### src/rtl/cache_mem_arbiter_pkg.sv
// Shared types for the cache/memory arbiter: FSM states, request sources and memory ops.
package arbiter_types;

    typedef enum logic [1:0] {
        IDLE   = 2'd0,
        BUSY_I = 2'd1,
        BUSY_D = 2'd2,
        RESP   = 2'd3
    } arb_state_t;

    typedef enum logic {
        SRC_I = 1'b0,
        SRC_D = 1'b1
    } arb_src_t;

    typedef enum logic {
        OP_READ  = 1'b0,
        OP_WRITE = 1'b1
    } arb_op_t;

endpackage

### src/rtl/cache_mem_arbiter_pick.sv
// Combinational winner selection between two requesters; reusable for other two-port arbiters.
module arb_pick
    import arbiter_types::*;
#(
    parameter int FAIR = 1
) (
    input  logic     i_req_i,
    input  logic     d_req_i,
    input  arb_src_t last_grant_i,
    output logic     grant_valid_o,
    output arb_src_t grant_src_o
);

    // Fair mode hands contention to whoever was not served last; otherwise D wins.
    always_comb begin
        grant_valid_o = 1'b0;
        grant_src_o   = SRC_I;
        if (i_req_i && d_req_i) begin
            grant_valid_o = 1'b1;
            if (FAIR != 0) begin
                grant_src_o = (last_grant_i == SRC_I) ? SRC_D : SRC_I;
            end else begin
                grant_src_o = SRC_D;
            end
        end else if (d_req_i) begin
            grant_valid_o = 1'b1;
            grant_src_o   = SRC_D;
        end else if (i_req_i) begin
            grant_valid_o = 1'b1;
            grant_src_o   = SRC_I;
        end else begin
            grant_valid_o = 1'b0;
            grant_src_o   = SRC_I;
        end
    end

endmodule

### src/rtl/cache_mem_arbiter.sv
// Shares the single line-wide memory port between the i-cache and d-cache.
// One transaction at a time: grant, forward latched request, register the line, pulse the winner.
module cache_mem_arbiter
    import arbiter_types::*;
#(
    parameter int ADDR_W   = 32,
    parameter int LINE_W   = 256,
    parameter int OFFSET_W = 5,
    parameter int FAIR     = 1
) (
    input  logic              clk,
    input  logic              rst,
    input  logic              i_read,
    input  logic [ADDR_W-1:0] i_address,
    output logic [LINE_W-1:0] i_rdata,
    output logic              i_resp,
    input  logic              d_read,
    input  logic              d_write,
    input  logic [ADDR_W-1:0] d_address,
    input  logic [LINE_W-1:0] d_wdata,
    output logic [LINE_W-1:0] d_rdata,
    output logic              d_resp,
    output logic              pmem_read,
    output logic              pmem_write,
    output logic [ADDR_W-1:0] pmem_address,
    output logic [LINE_W-1:0] pmem_wdata,
    input  logic [LINE_W-1:0] pmem_rdata,
    input  logic              pmem_resp
);

    localparam logic [ADDR_W-1:0] ADDR_MASK = {{(ADDR_W-OFFSET_W){1'b1}}, {OFFSET_W{1'b0}}};

    arb_state_t        state_q, state_d;
    arb_src_t          last_q,  last_d;
    arb_src_t          src_q,   src_d;
    arb_op_t           op_q,    op_d;
    logic [ADDR_W-1:0] addr_q,  addr_d;
    logic [LINE_W-1:0] wdata_q, wdata_d;
    logic [LINE_W-1:0] line_q,  line_d;

    logic     grant_valid_s;
    arb_src_t grant_src_s;
    logic     busy_s;

    arb_pick #(
        .FAIR (FAIR)
    ) u_pick (
        .i_req_i       (i_read),
        .d_req_i       (d_read | d_write),
        .last_grant_i  (last_q),
        .grant_valid_o (grant_valid_s),
        .grant_src_o   (grant_src_s)
    );

    // State and latch registers; reset abandons any in-flight transaction.
    always_ff @(posedge clk) begin
        if (rst) begin
            state_q <= IDLE;
            last_q  <= SRC_I;
            src_q   <= SRC_I;
            op_q    <= OP_READ;
            addr_q  <= {ADDR_W{1'b0}};
            wdata_q <= {LINE_W{1'b0}};
            line_q  <= {LINE_W{1'b0}};
        end else begin
            state_q <= state_d;
            last_q  <= last_d;
            src_q   <= src_d;
            op_q    <= op_d;
            addr_q  <= addr_d;
            wdata_q <= wdata_d;
            line_q  <= line_d;
        end
    end

    // Next-state: requester inputs are only looked at in IDLE, pmem_resp only while busy.
    always_comb begin
        state_d = state_q;
        last_d  = last_q;
        src_d   = src_q;
        op_d    = op_q;
        addr_d  = addr_q;
        wdata_d = wdata_q;
        line_d  = line_q;
        case (state_q)
            IDLE: begin
                if (grant_valid_s) begin
                    last_d = grant_src_s;
                    src_d  = grant_src_s;
                    if (grant_src_s == SRC_D) begin
                        addr_d  = d_address & ADDR_MASK;
                        wdata_d = d_wdata;
                        // Read and write together is resolved as a writeback.
                        op_d    = d_write ? OP_WRITE : OP_READ;
                        state_d = BUSY_D;
                    end else begin
                        addr_d  = i_address & ADDR_MASK;
                        op_d    = OP_READ;
                        state_d = BUSY_I;
                    end
                end else begin
                    state_d = IDLE;
                end
            end
            BUSY_I, BUSY_D: begin
                if (pmem_resp) begin
                    line_d  = pmem_rdata;
                    state_d = RESP;
                end else begin
                    state_d = state_q;
                end
            end
            RESP: begin
                state_d = IDLE;
            end
            default: begin
                state_d = IDLE;
            end
        endcase
    end

    assign busy_s       = (state_q == BUSY_I) || (state_q == BUSY_D);
    assign pmem_read    = busy_s && (op_q == OP_READ);
    assign pmem_write   = busy_s && (op_q == OP_WRITE);
    assign pmem_address = addr_q;
    assign pmem_wdata   = wdata_q;

    assign i_resp  = (state_q == RESP) && (src_q == SRC_I);
    assign d_resp  = (state_q == RESP) && (src_q == SRC_D);
    assign i_rdata = line_q;
    assign d_rdata = line_q;

endmodule
### config.mk
export PLATFORM = sky130hd
export DESIGN_NAME = cache_mem_arbiter
export DESIGN_NICKNAME = d
export VERILOG_FILES = /design/src/rtl/cache_mem_arbiter_pkg.sv /design/src/rtl/cache_mem_arbiter_pick.sv /design/src/rtl/cache_mem_arbiter.sv
export SDC_FILE = /design/constraint.sdc
export NUM_CORES = 1
export LEC_CHECK = 0
export ABC_AREA = 1
export CORE_AREA = 3 3 536 538
export CTS_CLUSTER_DIAMETER = 50
export DETAILED_ROUTE_END_ITERATION = 16
export DIE_AREA = 0 0 539 541
export PLACE_DENSITY = 0.31
export SETUP_SLACK_MARGIN = 0.3
export SLEW_MARGIN = 5
export SYNTH_ARGS = -nofsm -noshare
export SYNTH_HDL_FRONTEND = slang
export SYNTH_SLANG_ARGS = --single-unit
### constraint.sdc
create_clock -name clk -period 3.9 [get_ports clk]
set_input_delay 0.78 -clock clk [delete_from_list [all_inputs] [get_ports clk]]
set_output_delay 0.78 -clock clk [all_outputs]
set_load 0.02 [all_outputs]
==> results_dict.tcl, run 1 <==
set metrics [dict create \
    startpoint_type "flip-flop" \
    cp_num_buf_inv 3 \
    die_width_um 539 \
    fmax_mhz 304.0 \
    p_leak_nw 14.60 \
    grt_max_degree 165 \
    cts_buffer_depth 4 \
    cts_tree "done" \
    syn_inst 2727 \
    avgSynthCellArea_um2 7.716 \
    postCtsSetupBuffers 0 \
    cts_root_buf "clkbuf_16" \
    final_cell_mix "clkdlybuf4s50_1 (1368), nand2_1 (628), dfxtp_1 (543)" \
    slew-limit-headroom 0.1895 \
    die_area_um2 291600 \
    hold_path.class "primary input to flip-flop" \
    grt_pass1_wl_um 219300 \
    fin_worst_skew_ns 0.06448 \
    routed_wl_um 168100 \
    ys_warn_count 0 \
    criticalPathCategory "flip-flop to output port" \
    synthMuxAreaShare 0 \
    yosys_register_bits 543 \
    reg2reg_from "state_q[0]$_SDFFE_PP0P_" \
    core_um2 282500 \
    place_congestion 0.8578 \
    cp.required_ns 3.12 \
    cp_max_fo 5 \
    grt_setup_unrepaired "false" \
    max-vdd-ir-drop_mv 0.4138 \
    synth_top_family_by_area "simple AND/OR/NAND/NOR gates" \
    ys_seq_area_frac 0.5166 \
    drtAntennaViolNets 0 \
    min_period_over_period 0.8434 \
    drv_cap 0 \
    synth_xor_area_frac 0 \
    synth_top_area_frac 0.5166 \
    crit_chain "inv_1, ha_1, inv_1, nor2_1, clkdlybuf4s50_1" \
    synth_area_leader_cell "dfxtp_1" \
    synth_adder_area_share 0.001189 \
    cp_data_arrival_time_ns 2.51 \
    vias 22844 \
    place_ws_ns 0.9715 \
    cts_made_buffers 120 \
    netlist_top_cells_area "dfxtp_1 (52%), nand2_1 (11%), buf_4 (10%), nor2_1 (9.2%), a21oi_1 (6.8%)" \
    maxSlewViolCount 0 \
    hp-start "rst" \
    crit_family "buffers and inverters" \
    p_total_mw 36.39 \
    cp-startpoint "state_q[0]$_SDFFE_PP0P_" \
    drcViolationCount 0 \
    placed_area_um2 37280 \
    wire_per_inst_um 21.82 \
    final_area_um2 41640 \
    synth-compound-area-share 0.1309 \
    cpPeakStageDelay_ns 0.77 \
    end_kind "output port" \
    tns_ns 0 \
    finalHoldViolCount 0 \
    nets 4428 \
    setup_slack_ns 0.6106 \
    clk_pin_slew_ns 0.05 \
    setup-violations-final 0 \
    hold_ws_ns 0.4490 \
    worst_pin_slew_ns 1.216 \
    path_common_cell "inv_1" \
    dr.pass1.iters 5 \
    antenna_found_initial 87 \
    syn2layout_area_growth_pct 97.89 \
    grt_remaining_overflow 0 \
    final_common_cell "clkdlybuf4s50_1" \
    critPathSlowestCell "clkdlybuf4s50_1" \
    holdBufCountCts 0 \
    synthSimpleGateAreaFrac 0.2118 \
    viasPerCell 2.966 \
    status "complete, no violations" \
    grt_usage 0.1100 \
    port_buffers 1370 \
    final_layout_size_suffix_gt1_frac 0.07230 \
    clock_latency_ns 0.84 \
    syn_area_um2 21040 \
    cts.htree.levels 3 \
    synth.distinct_cells 20 \
    nFillCells 32085 \
    dieHeight_um 541 \
    io_pins 1386 \
    fin_crit_ns 3.289 \
    drt_iter0_markers 940 \
    rows 195 \
    initial_core_util 0.07447 \
    clock_sinks 543 \
    powerDensity_nw_per_um2 874.0 \
    grt_pass1_vias 23051 \
    dp_hpwl_um 136900 \
]
==> where the power goes <==
part,switching [mW],internal [mW]
Combinational,9.29,6.66
Clock,3.76,7.31
Sequential,1.97,7.40
Total,15.0,21.4
==> per-layer routing <==
layer,vias up,track usage,wire length [um]
met5,-,0,246
met2,1169,0.1912,81870
li1,10738,-,-
met1,10591,0.1180,63550
met3,308,0.04937,16710
met4,38,0.03646,5701
==> cells in the mapped netlist <==
library cell / n
clkbuf_1: 103
dfxtp_1: 543
buf_6: 13
buf_4: 279
conb_1: 1
nand2_2: 1
inv_2: 2
inv_1: 11
nor2_4: 1
clkbuf_2: 1
nand2_1: 629
a21oi_1: 287
nand3_1: 27
o21ai_4: 1
o21ai_1: 3
o21ai_0: 257
nor2_1: 515
nand3_2: 1
buf_2: 50
ha_1: 2
==> path summary, 6_finish.rpt <==
kind / depth (start not counted) / slack (ns) / endpoint
max reg2reg: 6 / 1.48 / d_rdata[150]$_SDFFE_PP0P_
min reg2reg: 2 / 0.46 / pmem_address[15]$_SDFFE_PP0P_
max: 5 / 0.61 / pmem_read
min: 2 / 0.45 / pmem_wdata[175]$_SDFFE_PP0P_
==> layout make-up <==
type / instances / area [um^2] / share of cell area
timing repair buffer: 1437 / 14390 / 0.3455
sequential: 543 / 10870 / 0.2611
multi-input combinational: 1729 / 7269 / 0.1746
tap: 3743 / 4683 / 0.1125
clock buffer: 142 / 3186 / 0.07650
clock inverter: 78 / 1132 / 0.02719
inverter: 13 / 71.32 / 0.001713
antenna: 16 / 40.04 / 0.0009616
==> repair_timing <==
item                       4_1_cts  5_1_grt
setup endpoints to repair        0        1
hold endpoints to repair         0        0
gates resized for setup          0        1
==> logic make-up after synthesis <==
kind of cell	after synthesis
flops	543
simple gates	1174
buf+inv	459
other cells	1
fa+ha+maj	2
compound gates	548
==> flip-flops by register name, summed over array words and instances (netlist names) <==
register,count
d_rdata,256
pmem_wdata,256
pmem_address,27
state_q,2
op_q,1
src_q,1
==> metrics by stage <==
step,std cells,util
2_1_floorplan,2731,-
3_3_place_gp,7465,0.1319
3_5_place_dp,7465,0.1319
4_1_cts,7685,0.1472
5_1_grt,7700,0.1474
6_report,7701,0.1474
Power figures use the tool's default switching activity.
==> run 2, diff against run 1 <==
--- a/config.mk
+++ b/config.mk
@@ -6,11 +6,11 @@
 export NUM_CORES = 1
 export LEC_CHECK = 0
 export ABC_AREA = 1
-export CORE_AREA = 3 3 536 538
+export CORE_AREA = 3 3 533 535
 export CTS_CLUSTER_DIAMETER = 50
 export DETAILED_ROUTE_END_ITERATION = 16
-export DIE_AREA = 0 0 539 541
-export PLACE_DENSITY = 0.31
+export DIE_AREA = 0 0 536 538
+export PLACE_DENSITY = 0.32
 export SETUP_SLACK_MARGIN = 0.3
 export SLEW_MARGIN = 5
 export SYNTH_ARGS = -nofsm -noshare
==> constraint.sdc (replaced) <==
create_clock -name clk -period 2.94 [get_ports clk]
set_input_delay 0.588 -clock clk [delete_from_list [all_inputs] [get_ports clk]]
set_output_delay 0.588 -clock clk [all_outputs]
set_load 0.02 [all_outputs]
==> results_dict.tcl, run 2 (same netlist as run 1, synthesis figures left out) <==
set metrics [dict create \
    status "complete, no violations" \
    vias 22768 \
    hp-start "rst" \
    clock_latency_ns 0.81 \
    setup_slack_ns 0.3896 \
    grt_remaining_overflow 0 \
    io_pins 1386 \
    slew-limit-headroom 0.2771 \
    rows 194 \
    drv_cap 0 \
    dpl.cell_count 7460 \
    cp-startpoint "d_rdata[100]$_SDFFE_PP0P_" \
    criticalPathCategory "flip-flop to output port" \
    hold_path.class "primary input to flip-flop" \
    maxSlewViolCount 0 \
    cts.htree.levels 3 \
    grt_pass1_wl_um 211300 \
    postCtsSetupBuffers 0 \
    p_int_mw 27.40 \
    max-vdd-ir-drop_mv 0.6086 \
    nFillCells 31858 \
    final_common_cell "clkdlybuf4s50_1" \
    port_buffers 1370 \
    drcViolationCount 0 \
    dp_hpwl_um 136200 \
    swShare 0.4156 \
    combPwrFrac 0.454 \
    end_kind "output port" \
    clk_pin_slew_ns 0.05 \
    cp.required_ns 2.35 \
    crit_chain "clkdlybuf4s50_1" \
    critPathSlowestCell "clkdlybuf4s50_1" \
    worst_pin_slew_ns 1.084 \
    viasPerCell 2.967 \
    stdcell_count 7675 \
    drtAntennaViolNets 0 \
    final_cell_mix "clkdlybuf4s50_1 (1287), nand2_1 (628), dfxtp_1 (534)" \
    finalHoldViolCount 0 \
    cp_data_arrival_time_ns 1.96 \
    fmax_mhz 392.1 \
    cp_max_fo 3 \
    clock_sinks 543 \
    fin_worst_skew_ns 0.04637 \
    wire_per_inst_um 21.39 \
    place_ws_ns 0.06671 \
    startpoint_type "flip-flop" \
    die_width_um 536 \
    hold_ws_ns 0.2200 \
    reg2reg_from "state_q[1]$_SDFFE_PP0P_" \
    p_switching_mw 19.48 \
    powerDensity_nw_per_um2 1135 \
    p_leak_nw 14.84 \
    drt_iter0_markers 960 \
    p_total_mw 46.89 \
    initial_core_util 0.07531 \
    cts_buffer_depth 4 \
    routed_wl_um 164200 \
    syn2layout_area_growth_pct 96.35 \
    tns_ns 0 \
    cp_num_buf_inv 1 \
    core_um2 279400 \
    cts_tree "done" \
    setup-violations-final 0 \
    grt_max_degree 162 \
    grt_usage 0.1074 \
    cts_root_buf "clkbuf_16" \
    cts_made_buffers 108 \
    final_layout_size_suffix_gt1_frac 0.07348 \
    grt_pass1_vias 22856 \
    nets 4430 \
    cpPeakStageDelay_ns 0.79 \
    dieHeight_um 538 \
    grt_setup_unrepaired "false" \
    dr.pass1.iters 5 \
    place_congestion 0.7937 \
    fin_crit_ns 2.550 \
    crit_family "buffers and inverters" \
    seqPwrFrac 0.262 \
    antenna_found_initial 105 \
    die_area_um2 288400 \
    pwr-share-clk 0.284 \
    min_period_over_period 0.8675 \
]
## run 2: cell types whose count changed in the layout (fill, tap and decap cells not counted), moves of 4 or more
cell and change:
clkdlybuf4s50_1 -81, dlygate4sd2_1 +78, clkbuf_16 -12, buf_12 +10
dfxtp_1 -9, dfxtp_2 +9, clkinv_2 -6, buf_4 +5
bufinv_16 -5, clkbuf_8 +4
## run 2: metrics by stage
step	cell area, um^2	util
6_report	41310	0.1479
3_3_place_gp	37480	0.1342
3_5_place_dp	37480	0.1342
2_1_floorplan	21060	-
4_1_cts	41250	0.1477
5_1_grt	41300	0.1478
## run 2: final cells by class
class	count	area, um^2	area share
clock buffers	133	2937	0.07108
well taps	3724	4659	0.1128
flip-flops and latches	543	10880	0.2634
inverters	13	71.32	0.001726
clock inverters	64	918.4	0.02223
diodes	18	45.04	0.001090
repair buffers	1451	14520	0.3515
multi-input cells	1729	7282	0.1763
## run 2: power by group through the flow
stage	Sequential (mW)	Clock (mW)	Combinational, mW
global placement	12.4	0	22.1
floorplan	14.3	0	8.99
finish	12.3	13.3	21.3
CTS	12.4	13.9	21.7
global route	12.6	14.1	22.9
detailed placement	12.5	0	21.9
## run 2: worst paths after layout
check / to / slack, ns / depth (start not counted)
max: d_rdata[100] / 0.39 / 1
min: d_rdata[65]$_SDFFE_PP0P_ / 0.22 / 4
min reg2reg: pmem_wdata[229]$_SDFFE_PP0P_ / 0.46 / 2
max reg2reg: d_rdata[131]$_SDFFE_PP0P_ / 0.78 / 7
## run 2: timing repair
action | in CTS | in global routing
gates resized for setup | 97 | 8
hold buffers | 0 | 0
endpoints found under the setup margin | 97 | 3
gates cloned | 0 | 0
## run 2: routing by layer
metal	global-route usage	part of all wire	vias to the layer above
li1	-	-	10732
met1	0.1129	0.37	10498
met2	0.1902	0.50	1196
met3	0.04700	0.10	304
met4	0.03663	0.033	38
met5	0	0.0015	-
==> run 3, diff against run 2 <==
--- a/config.mk
+++ b/config.mk
@@ -6,6 +6,7 @@
 export NUM_CORES = 1
 export LEC_CHECK = 0
 export ABC_AREA = 1
+export CAP_MARGIN = 20
 export CORE_AREA = 3 3 533 535
 export CTS_CLUSTER_DIAMETER = 50
 export DETAILED_ROUTE_END_ITERATION = 16
==> results of run 3 <==
Final layout, timing and power as in run 2 (identical DEF).
